### config.mk
export PLATFORM = sky130hd
export DESIGN_NAME = ram_arbiter
export DESIGN_NICKNAME = d
export VERILOG_FILES = /design/src/rtl/ram_arb_pkg.sv /design/src/rtl/ram_arbiter.sv
export SDC_FILE = /design/constraint.sdc
export NUM_CORES = 1
export LEC_CHECK = 0
export CAP_MARGIN = 10
export CORE_AREA = 5 5 100 102
export DETAILED_ROUTE_END_ITERATION = 16
export DIE_AREA = 0 0 105 107
export DONT_BUFFER_PORTS = 1
export GPL_TIMING_DRIVEN = 0
export PLACE_DENSITY = 0.37
export SLEW_MARGIN = 10
export SYNTH_ARGS = -nofsm -noshare
export SYNTH_HDL_FRONTEND = slang
export SYNTH_SLANG_ARGS = --single-unit
### constraint.sdc
create_clock -name clk -period 1.8 [get_ports clk]
set_input_delay 0.45 -clock clk [delete_from_list [all_inputs] [get_ports clk]]
set_output_delay 0.45 -clock clk [all_outputs]
set_load 0.01 [all_outputs]
### src/rtl/ram_arb_pkg.sv
// Shared types for the instruction/data RAM arbiter: priority state and grant source.
package ram_arb_pkg;

   localparam int ADDR_W_DEF = 32;
   localparam int DATA_W_DEF = 32;

   typedef enum logic [0:0] {
      PRIO_DM = 1'b0,
      PRIO_IF = 1'b1
   } prio_e;

   typedef enum logic [1:0] {
      SRC_NONE = 2'd0,
      SRC_IF   = 2'd1,
      SRC_DM   = 2'd2
   } src_e;

endpackage

### src/rtl/ram_arbiter.sv
// Shares one single-port synchronous RAM between instruction fetch and data load/store.
// Data side wins conflicts until fetch has been blocked MAX_WAIT cycles in a row.
//
//   state   | meaning
//   PRIO_DM | data port wins a simultaneous request
//   PRIO_IF | fetch starved; fetch wins the next simultaneous request
module ram_arbiter
   import ram_arb_pkg::*;
#(
   parameter int ADDR_W   = ADDR_W_DEF,
   parameter int DATA_W   = DATA_W_DEF,
   parameter int MAX_WAIT = 4
) (
   input  logic              clk,
   input  logic              rst_n,
   input  logic              if_req_valid,
   output logic              if_req_ready,
   input  logic [ADDR_W-1:0] if_addr,
   output logic              if_rsp_valid,
   output logic [DATA_W-1:0] if_rsp_data,
   input  logic              dm_req_valid,
   output logic              dm_req_ready,
   input  logic              dm_we,
   input  logic [ADDR_W-1:0] dm_addr,
   input  logic [DATA_W-1:0] dm_wdata,
   output logic              dm_rsp_valid,
   output logic [DATA_W-1:0] dm_rsp_data,
   output logic              ram_wr_en,
   output logic [ADDR_W-1:0] ram_address,
   output logic [DATA_W-1:0] ram_data_in,
   input  logic [DATA_W-1:0] ram_data_out
);

   localparam int WAIT_W = $clog2(MAX_WAIT + 1);
   localparam logic [WAIT_W-1:0] WAIT_MAX = WAIT_W'(MAX_WAIT);

   prio_e             prio;
   prio_e             prio_nxt;
   src_e              src;
   logic [WAIT_W-1:0] if_wait;
   logic [WAIT_W-1:0] if_wait_nxt;
   logic              pend_if;
   logic              pend_dm;

   always_comb begin
      src = SRC_NONE;
      if (if_req_valid && dm_req_valid)
         src = (prio == PRIO_IF) ? SRC_IF : SRC_DM;
      else if (if_req_valid)
         src = SRC_IF;
      else if (dm_req_valid)
         src = SRC_DM;
   end

   assign if_req_ready = (src == SRC_IF);
   assign dm_req_ready = (src == SRC_DM);

   // Idle drives zeros so the RAM sees a harmless read of address 0.
   always_comb begin
      ram_wr_en   = 1'b0;
      ram_address = '0;
      ram_data_in = '0;
      case (src)
         SRC_IF: ram_address = if_addr;
         SRC_DM: begin
            ram_wr_en   = dm_we;
            ram_address = dm_addr;
            ram_data_in = dm_wdata;
         end
         default: ;
      endcase
   end

   always_comb begin
      if (!if_req_valid || if_req_ready)
         if_wait_nxt = '0;
      else if (if_wait != WAIT_MAX)
         if_wait_nxt = if_wait + WAIT_W'(1);
      else
         if_wait_nxt = if_wait;
   end

   // Switching on the next count (not the current one) hands fetch the very next conflict.
   always_comb begin
      prio_nxt = prio;
      if (prio == PRIO_IF && if_req_ready)
         prio_nxt = PRIO_DM;
      else if (prio == PRIO_DM && if_wait_nxt == WAIT_MAX)
         prio_nxt = PRIO_IF;
   end

   always_ff @(posedge clk or negedge rst_n) begin
      if (!rst_n) begin
         prio    <= PRIO_DM;
         if_wait <= '0;
         pend_if <= 1'b0;
         pend_dm <= 1'b0;
      end else begin
         prio    <= prio_nxt;
         if_wait <= if_wait_nxt;
         pend_if <= if_req_ready;
         pend_dm <= dm_req_ready && !dm_we;
      end
   end

   assign if_rsp_valid = pend_if;
   assign dm_rsp_valid = pend_dm;
   assign if_rsp_data  = pend_if ? ram_data_out : '0;
   assign dm_rsp_data  = pend_dm ? ram_data_out : '0;

endmodule

Word-level counts from Yosys, hierarchy flattened
Cells that the tools add are included.
{ "totals": {"wordCells": 31, "out_inout_bits": 133, "input_bits": 133, "register_bits": 6} }
{ "op_classes": {"muxes": 13, "n_addsub": 1, "bitwise_logic": 1, "n_reduce_logical": 8, "n_eq_ne": 4} }
{ "op_table": {"columns": ["op", "n"], "rows": [
  ["$mux 32", 3],
  ["$pmux 32 s2", 1],
  ["$mux 2", 4],
  ["$mux 3", 2],
  ["$logic_and 1x1->1", 4],
  ["$add 3x1->3 const B", 1],
  ["$eq 3x3->1 const B", 1],
  ["$mux 1", 3],
  ["$ne 3x3->1 const B", 1],
  ["$eq 2x1->1 const B", 1],
  ["$eq 2x2->1 const B", 1],
  ["$logic_not 1->1", 2],
  ["$reduce_bool 2->1", 1],
  ["$logic_or 1x1->1", 1],
  ["$not 1->1", 1]
]} }

Longest topological paths before layout
Gate-level depths: netlist of the first run.
{ "logic_depth": {"depth_word": 10, "ltp_mapped": 9, "depth_no_buf": 7} }

Least setup slack after synthesis of the first run
OpenSTA, ideal clock, no wires.
{ "synth_path": {"kind": "in2out", "start": "input port dm_req_valid", "end": "output port ram_address[10]", "t_required_ns": 1.350, "slack_ns": -0.199, "path_buffers": 2, "path_stages": 8, "arrival_time_ns": 1.549, "cell_sequence": "inv_1 o21ai_0 inv_1 ha_1 buf_6 buf_2 a22oi_1 nor2_1"} }
{ "synth_between": {"elab_chain_cells": 5} }
{ "synth_lines": {"columns": ["element", "line_no", "text"], "rows": [
  ["start: declaration", "ram_arbiter.sv:21", "input logic dm_req_valid,"],
  ["$mux 2", "ram_arbiter.sv:51", "else if (dm_req_valid)"],
  ["$mux 2", "ram_arbiter.sv:49", "else if (if_req_valid)"],
  ["$mux 2 (*)", "ram_arbiter.sv:47", "if (if_req_valid && dm_req_valid)"],
  ["$eq 2x1->1 (*)", null, null],
  ["via if_req_ready", "ram_arbiter.sv:17", "output logic if_req_ready,"],
  ["$pmux 32 s2 (*)", "ram_arbiter.sv:63", "case (src)"],
  ["end: declaration", "ram_arbiter.sv:29", "output logic [ADDR_W-1:0] ram_address,"]
]} }
Mark *: on every way through the listed nets, which the timed path passes. The rest lies on a longest branch.

Worst setup path after layout of the first run
{ "layout_path": {"start": "register prio", "end": "output port ram_address[22]"} }
{ "layout_between": {"elab_chain_cells": 4} }
{ "layout_lines": {"columns": ["element", "line_no", "text"], "rows": [
  ["start: declaration", "ram_arbiter.sv:37", "prio_e prio;"],
  ["start signal: assignment", "ram_arbiter.sv:99", "prio <= prio_nxt;"],
  ["$mux 2", "ram_arbiter.sv:48", "src = (prio == PRIO_IF) ? SRC_IF : SRC_DM;"],
  ["$mux 2", "ram_arbiter.sv:47", null],
  ["$eq 2x1->1", null, null],
  ["via if_req_ready", "ram_arbiter.sv:17", null],
  ["$pmux 32 s2", "ram_arbiter.sv:63", null]
]} }
The timed path passes the listed nets, and every way through them passes these cells.

==> flow_summary.yaml, run 1 <==
clocking:
  cts_buffers: 3
  cts_sinks: 6
  cts.root.buffer_cell: "clkbuf_8"
  insertion_delay_ns: 0.22
  htree_levels: 1
  tritoncts: "built"
  cts_buffer_depth: 2
  clkTransAtPathRegs_ns: 0.04
timing:
  worst_slack_ns: -0.3172
  rsz0062_at_grt: "true"
  max_slew_margin_pct: 77.97
  drv_slew: 0
  setup_violations: 65
  tightest_slew_ns: 0.3304
  fin_crit_ns: 2.117
  finClkSkew_ns: 0.001279
  hold_violations: 0
  post-route-period-util_pct: 117.6
  fmax_ghz: 0.4723
logic_synthesis:
  ys_async_sr_fraction_pct: 100.0
  synth_nets: 348
  ys_seq_elements: 6
  yosysUniqueCellTypes: 22
  syn_area_um2: 1384
  synthCells: 211
  synth_flop_cell: "dfrtp_1"
  synth_area_leaders: "and2_1 (44%), a22oi_1 (17%), dfrtp_1 (11%)"
  synth_area_per_cell_um2: 6.558
  yosysSeqAreaShare_pct: 10.85
  yosys_warnings: 0
  ys_top_cells_by_count: "and2_1 (98), nor2_1 (34), a22oi_1 (32), clkbuf_1 (10), dfrtp_1 (6)"
  synth_edf_count: 0
  synth_top_cell_area_share_pct: 44.30
  yosysMostFrequentCell: "and2_1"
  synth_largest_area_cell: "and2_1"
final_layout:
  diodes: 0
  design_area_um2: 2150
  final_cells: 334
  final_layout_size_suffix_gt1_share_pct: 60.99
  area_delta_synth_final_pct: 55.33
  nets: 362
detailed_routing:
  drt_first_pass_iters: 3
  ant_nets: 0
  drc: 0
  vias_per_cell: 4.847
  first_iter_violations: 55
  wl_per_cell_um: 20.17
  wirelength_um: 6737
  vias: 1619
global_route:
  grt-ovfl-total: 0
  grt_first_pass_wirelength_um: 9363
  antenna_found_initial: 0
  grt_pass1_vias: 1757
  grt_usage_pct: 10.17
  grt_max_degree: 11
setup_path:
  ff2ff_path_depth: 8
  r2r_slack_ns: 0.13
  crit_arrival_ns: 1.67
  reg2reg_from: "prio"
  crit_path_max_fanout: 10
  r2r-end: "prio"
  crit_path_end_kind: "output pin"
  cp-start-kind: "flip-flop"
  crit_required_ns: 1.35
  critPathKind: "flip-flop to output pin"
die:
  io_pins: 266
  start_util_pct: 15.34
  die_w_um: 105
  dieArea_um2: 11240
  die-height_um: 107
  coreArea_um2: 9021
  fp-row-count: 35
place:
  place_inst: 322
  gp_congestion: 0.6644
  hpwl_um: 5653
  dpl_worst_slack_ns: -0.2106
  placed_area_um2: 1615
  io_buffers: 0
power_and_ir_drop:
  design_power_total_mw: 1.230
  powerDensity_nw_per_um2: 572.0
  p_leak_nw: 0.8196
  peakVddDrop_mv: 0.2048
hold_path:
  hold_class: "input pin to flip-flop"
  min_to: "dm_rsp_valid"
  hp-start: "dm_we"
  min_path_cells: 1
status:
  failed_checks: "setup timing"
  outcome: "complete, but fails checks"
job:
  max_cap_viol_count: 0
==> how the worst max path moves through the flow <==
| stage | start | end | slack (ns) | cells past startpoint |
|---|---|---|---|---|
| after floorplan | if_req_valid | ram_address[10] | -0.003 | 7 |
| after global placement | prio | ram_address[9] | -0.23 | 6 |
| after detailed placement | prio | ram_address[9] | -0.21 | 6 |
| after CTS | prio | ram_address[27] | -0.33 | 6 |
| after global routing | prio | ram_address[2] | -0.39 | 7 |
| final | prio | ram_address[22] | -0.32 | 7 |
==> critical path, stage by stage, from the launching register on <==
cell and delay [ns]:
dfrtp_2 0.44, o21ai_4 0.19, inv_2 0.06, ha_4 0.19, buf_8 0.15, buf_12 0.14
a22oi_2 0.19, nor2_2 0.08
==> cell type report <==
class / instances / area [um^2]
fill: 966 / 6872
multi-input combinational: 180 / 1483
buffer: 20 / 205.2
sequential: 6 / 151.4
tap: 111 / 138.9
timing repair buffer: 9 / 106.4
clock buffer: 3 / 41.29
inverter: 5 / 23.77
==> cells by family after synthesis <==
family / Yosys count / share of synthesized area (%)
xor+xnor: 1 / 0.6330
buf+inv: 25 / 8.860
compound gates: 36 / 19.62
flops: 6 / 10.85
fa+ha+maj: 4 / 3.617
simple gates: 139 / 56.42
==> flip-flops by register name, indices dropped and copies added, names as in the netlist <==
name and count:
dm_rsp_valid 1, if_rsp_valid 1, if_wait 3, prio 1
==> placed cells by master, fill, tap and decap left out, types with 2 or more instances in the layout <==
cell type and n:
buf_8 5, dfrtp_1 5, nand2_1 3, ha_1 2
and2_4 32, clkbuf_2 5, and2_1 66, nor2_2 32
nor2_1 2, clkbuf_8 4, inv_2 2, buf_6 5
clkbuf_1 3, buf_12 3, buf_4 4, ha_4 2
a22oi_2 31
==> per-stage QoR <==
stage	util [%]	hold WS, ns	TNS, ns
after global routing	23.83	0.3139	-17.68
after global placement	17.91	0.1547	-4.209
after CTS	21.47	0.3241	-13.72
final	23.83	0.3123	-12.80
after floorplan	-	0.1544	-0.006397
after detailed placement	17.91	0.1546	-3.437
==> report_power, final <==
group	internal, mW	total [mW]	switching [mW]
sequential	0.152	0.175	0.0230
combinational	0.375	0.851	0.477
clock	0.144	0.203	0.0593
==> repair_timing <==
item,CTS,global route
endpoints found under the setup margin,65,96
resized for setup,74,55
hold endpoints to repair,6,0
cloned,2,1
setup buffers,5,0
hold buffers,1,0
pin swaps,18,17
==> metal layers <==
layer	track usage, %	routed length [um]	vias to the layer above
li1	-	-	710
met1	9.996	2153	747
met2	20.68	3783	158
met3	3.131	756	4
met4	1.918	43	0
met5	0	0	-
(Power assumes the default switching activity.)
==> run 2, diff against run 1 <==
CORE_AREA = 2 2 102 104   (was 5 5 100 102)
DIE_AREA = 0 0 104 106   (was 0 0 105 107)
PLACE_DENSITY = 0.35   (was 0.37)
RECOVER_POWER = 25   (was default)
==> flow_summary.yaml, run 2 (synthesis gave the netlist of run 1 again) <==
setup_path:
  crit_path_max_fanout: 10
  crit_path_end_kind: "output pin"
  crit_arrival_ns: 1.68
  crit_required_ns: 1.35
  cpMaxStageDelayCell: "dfrtp_2"
  cp-start-kind: "flip-flop"
  cpMostUsedCell: "buf_8"
  critPathKind: "flip-flop to output pin"
  critical_path.cell_chain: "o21ai_4 > inv_2 > ha_4 > buf_8 > buf_8 > a22oi_1 > nor2_1"
  cpPeakStageDelay_ns: 0.44
power_and_ir_drop:
  peakVddDrop_mv: 0.2009
  powerDensity_nw_per_um2: 563.0
  p_leak_nw: 0.7928
  design_power_total_mw: 1.198
clocking:
  cts_buffers: 3
  cts_sinks: 6
  cts_buffer_depth: 2
  clkTransAtPathRegs_ns: 0.04
  tritoncts: "built"
  cts.root.buffer_cell: "clkbuf_8"
  htree_levels: 1
  insertion_delay_ns: 0.22
place:
  io_buffers: 0
  placed_area_um2: 1647
  hpwl_um: 5145
  gp_congestion: 0.7904
timing:
  fmax_ghz: 0.4698
  rsz0062_at_grt: "true"
  worst_slack_ns: -0.3287
  post-route-period-util_pct: 118.3
  finClkSkew_ns: 0.003989
  fin_crit_ns: 2.129
  drv_slew: 0
  fin_setup_tns_ns: -13.71
  tightest_slew_ns: 0.3396
  setup_violations: 65
  max_slew_margin_pct: 77.36
  hold-worst-slack_ns: 0.3003
  hold_violations: 0
detailed_routing:
  drt_first_pass_iters: 4
  vias_per_cell: 4.404
  first_iter_violations: 23
  drc: 0
  wirelength_um: 6148
  vias: 1568
  ant_nets: 0
  wl_per_cell_um: 17.27
job:
  max_cap_viol_count: 0
global_route:
  antenna_found_initial: 0
  grt_usage_pct: 9.393
  grt_pass1_vias: 1439
  grt_first_pass_wirelength_um: 8038
  grt_max_degree: 11
  grt-ovfl-total: 0
final_layout:
  multiInputGateArea_um2: 1456
  largest_reg_flops: 3
  fillerInstances: 1078
  mostFrequentLayoutCells: "and2_1 (69), nor2_2 (30), a22oi_2 (29), and2_4 (29), buf_8 (5)"
  area_delta_synth_final_pct: 53.80
  nets: 359
  fin_util_pct: 21.28
  design_area_um2: 2128
  layout_commonest_cell: "and2_1"
  largest-register: "if_wait"
  regArea_um2: 152.6
  diodes: 0
  final_layout_size_suffix_gt1_share_pct: 56.82
hold_path:
  hold_class: "input pin to flip-flop"
status:
  failed_checks: "setup timing"
  outcome: "complete, but fails checks"
die:
  start_util_pct: 13.84
  die_w_um: 104
  coreArea_um2: 10000
  io_pins: 266
  fp-row-count: 37
  dieArea_um2: 11020
  die-height_um: 106
## run 2: changes by cell type in the layout (fill, tap and decap cells not counted), sizes merged
cell | before | now
bufbuf | 0 | 1
buf | 18 | 15
clkbuf | 13 | 12
## run 2: what timing repair did
action	in CTS	in global routing
hold buffers	1	0
endpoints found under the setup margin	67	78
gates resized for setup	80	38
pin swaps	31	19
setup buffers	3	1
gates cloned	2	0
endpoints found under the hold margin	6	0
## run 2: final timing paths
check,endpoint,cells past startpoint,start,slack [ns]
worst min-delay path,dm_rsp_valid,1,dm_we,0.30
worst max register to register,prio,8,prio,0.12
worst max-delay path,ram_address[19],7,prio,-0.33
max in group asynchronous,dm_rsp_valid,1,rst_n,1.01
min in group asynchronous,if_wait[1],1,rst_n,0.55
worst min register to register,prio,2,prio,0.57
## run 2: layout make-up
cell class                 instances  share of cell area (%)
buffer                            20                   9.583
tap                              136                   7.995
clock buffer                       3                   1.940
sequential                         6                   7.172
inverter                           5                   1.117
timing repair buffer               6                   3.762
multi-input combinational        180                   68.43
## run 2: where the power goes
group | total [mW] | internal [mW] | switching, mW | leakage, nW
logic | 0.823 | 0.364 | 0.459 | 0.694
registers | 0.175 | 0.153 | 0.0224 | 0.0771
clock network | 0.200 | 0.144 | 0.0562 | 0.0216
total | 1.20 | 0.660 | 0.538 | 0.793
## run 2: per-stage QoR
step	setup WS, ns	cells
2_1_floorplan	-0.003499	211
4_1_cts	-0.3176	356
6_report	-0.3287	356
5_1_grt	-0.3942	356
3_5_place_dp	-0.1474	347
3_3_place_gp	-0.1477	347
## run 2: worst max-delay path, delay by kind of cell (launching register included)
family | cells | cell delay (ns)
AOI/OAI and AO/OA | 2 | 0.37
adders and majority gates | 1 | 0.19
DFF | 1 | 0.44
buffers and inverters | 3 | 0.34
and+or+nand+nor | 1 | 0.11
## run 2: per-layer routing
metal  GRT usage (%)  routed length (um)  share of wire (%)
met2           19.13                3477                 57
met5               0                   0                  0
met3           2.636                 588                9.6
met4           3.282                 152                2.5
met1           8.879                1930                 31
==> run 3, diff against run 2 <==
ABC_CLOCK_PERIOD_IN_PS = 1800   (was default)
CORE_AREA = 2 2 103 105   (was 2 2 102 104)
DIE_AREA = 0 0 105 107   (was 0 0 104 106)
==> flow_summary.yaml, run 3 (synthesis gave the netlist of run 1 again) <==
status:
  outcome: "complete, but fails checks"
  failed_checks: "setup timing"
final_layout:
  final_layout_size_suffix_gt1_share_pct: 57.78
  area_delta_synth_final_pct: 58.50
  diodes: 0
  largest-register: "if_wait"
  mostFrequentLayoutCells: "and2_1 (61), and2_4 (33), a22oi_2 (29)"
  largest_reg_flops: 3
  multiInputGateArea_um2: 1461
  fillerInstances: 1092
  regArea_um2: 151.4
  design_area_um2: 2193
  final_cells: 361
  nets: 364
  layout_commonest_cell: "and2_1"
detailed_routing:
  wirelength_um: 6146
  wl_per_cell_um: 17.02
  first_iter_violations: 23
  vias: 1572
  vias_per_cell: 4.355
  drc: 0
  drt_first_pass_iters: 3
  ant_nets: 0
timing:
  setup_violations: 60
  worst_slack_ns: -0.3148
  hold_violations: 0
  tightest_slew_ns: 0.3488
  fin_crit_ns: 2.115
  max_slew_margin_pct: 76.75
  drv_slew: 0
  finClkSkew_ns: 0.003400
  rsz0062_at_grt: "true"
  post-route-period-util_pct: 117.5
  fmax_ghz: 0.4729
setup_path:
  crit_arrival_ns: 1.66
  ff2ff_path_depth: 8
  r2r_slack_ns: 0.08
  reg2reg_from: "prio"
  crit_path_max_fanout: 10
  cp-start-kind: "flip-flop"
  crit_required_ns: 1.35
  critPathKind: "flip-flop to output pin"
  r2r-end: "prio"
  crit_path_end_kind: "output pin"
place:
  place_inst: 347
  gp_congestion: 0.6985
  placed_area_um2: 1647
  hpwl_um: 5099
  io_buffers: 0
clocking:
  cts_buffer_depth: 2
  cts.root.buffer_cell: "clkbuf_8"
  clkTransAtPathRegs_ns: 0.04
  cts_sinks: 6
  cts_buffers: 3
  insertion_delay_ns: 0.22
  tritoncts: "built"
  htree_levels: 1
die:
  dieArea_um2: 11240
  io_pins: 266
  die-height_um: 107
  start_util_pct: 13.71
  coreArea_um2: 10090
  fp-row-count: 37
  die_w_um: 105
global_route:
  grt_max_degree: 11
  grt-ovfl-total: 0
  grt_first_pass_wirelength_um: 7962
  grt_pass1_vias: 1504
  grt_usage_pct: 9.059
  antenna_found_initial: 0
hold_path:
  min_to: "dm_rsp_valid"
  min_path_cells: 1
  hp-start: "dm_we"
  hold_class: "input pin to flip-flop"
power_and_ir_drop:
  peakVddDrop_mv: 0.2015
  powerDensity_nw_per_um2: 558.4
  p_leak_nw: 0.8184
job:
  max_cap_viol_count: 0
[run 3: power breakdown]
part / switching (mW) / internal [mW]
Clock: 0.0521 / 0.143
Combinational: 0.468 / 0.384
Sequential: 0.0245 / 0.152
Total: 0.545 / 0.680
[run 3: repair_timing]
action,CTS,global route
gates cloned,3,1
setup endpoints to repair,65,71
endpoints found under the hold margin,6,0
pin swaps,35,18
gates resized for setup,100,23
hold buffers,1,0
setup buffers,7,2
[run 3: through the flow]
stage          utilization, %  setup WS (ns)  hold slack (ns)  power [mW]  setup TNS, ns
2_1_floorplan               -      -0.003499           0.1544      0.6671      -0.006397
3_3_place_gp            16.32        -0.2154           0.1547      0.7735         -4.178
3_5_place_dp            16.32        -0.2309           0.1546      0.7768         -4.251
4_1_cts                 21.11        -0.3267           0.2955       1.220         -13.99
5_1_grt                 21.73        -0.3796           0.2945       1.311         -16.04
6_report                21.73        -0.3148           0.2984       1.225         -12.17
[run 3: critical path: stages (launching register included)]
cell and delay [ns]:
dfrtp_2 0.44, a21oi_4 0.18, ha_4 0.24, buf_12 0.16, buf_6 0.16, a22oi_1 0.08, nor2_1 0.18
[run 3: layer usage]
| metal | GRT usage [%] | share of wire [%] | up-vias |
|---|---|---|---|
| met4 | 2.571 | 1.7 | 0 |
| li1 | - | - | 710 |
| met5 | 0 | 0 | - |
| met3 | 2.310 | 9.1 | 6 |
| met1 | 9.114 | 34 | 708 |
| met2 | 18.18 | 56 | 148 |
[run 3: layout make-up]
| type | count | area share [%] |
|---|---|---|
| tap | 136 | 7.758 |
| sequential | 6 | 6.902 |
| clock buffer | 3 | 1.882 |
| multi-input combinational | 180 | 66.63 |
| buffer | 19 | 9.184 |
| timing repair buffer | 12 | 6.560 |
| inverter | 5 | 1.084 |
[run 3: worst max path at each step]
| stage | from | end | slack (ns) | cells after the start |
|---|---|---|---|---|
| CTS | prio | ram_address[8] | -0.33 | 7 |
| floorplan | if_req_valid | ram_address[10] | -0.003 | 7 |
| finish | prio | ram_address[7] | -0.31 | 6 |
| detailed placement | dm_req_valid | ram_address[28] | -0.23 | 5 |
| global placement | prio | ram_address[30] | -0.22 | 6 |
| global route | prio | ram_address[7] | -0.38 | 6 |
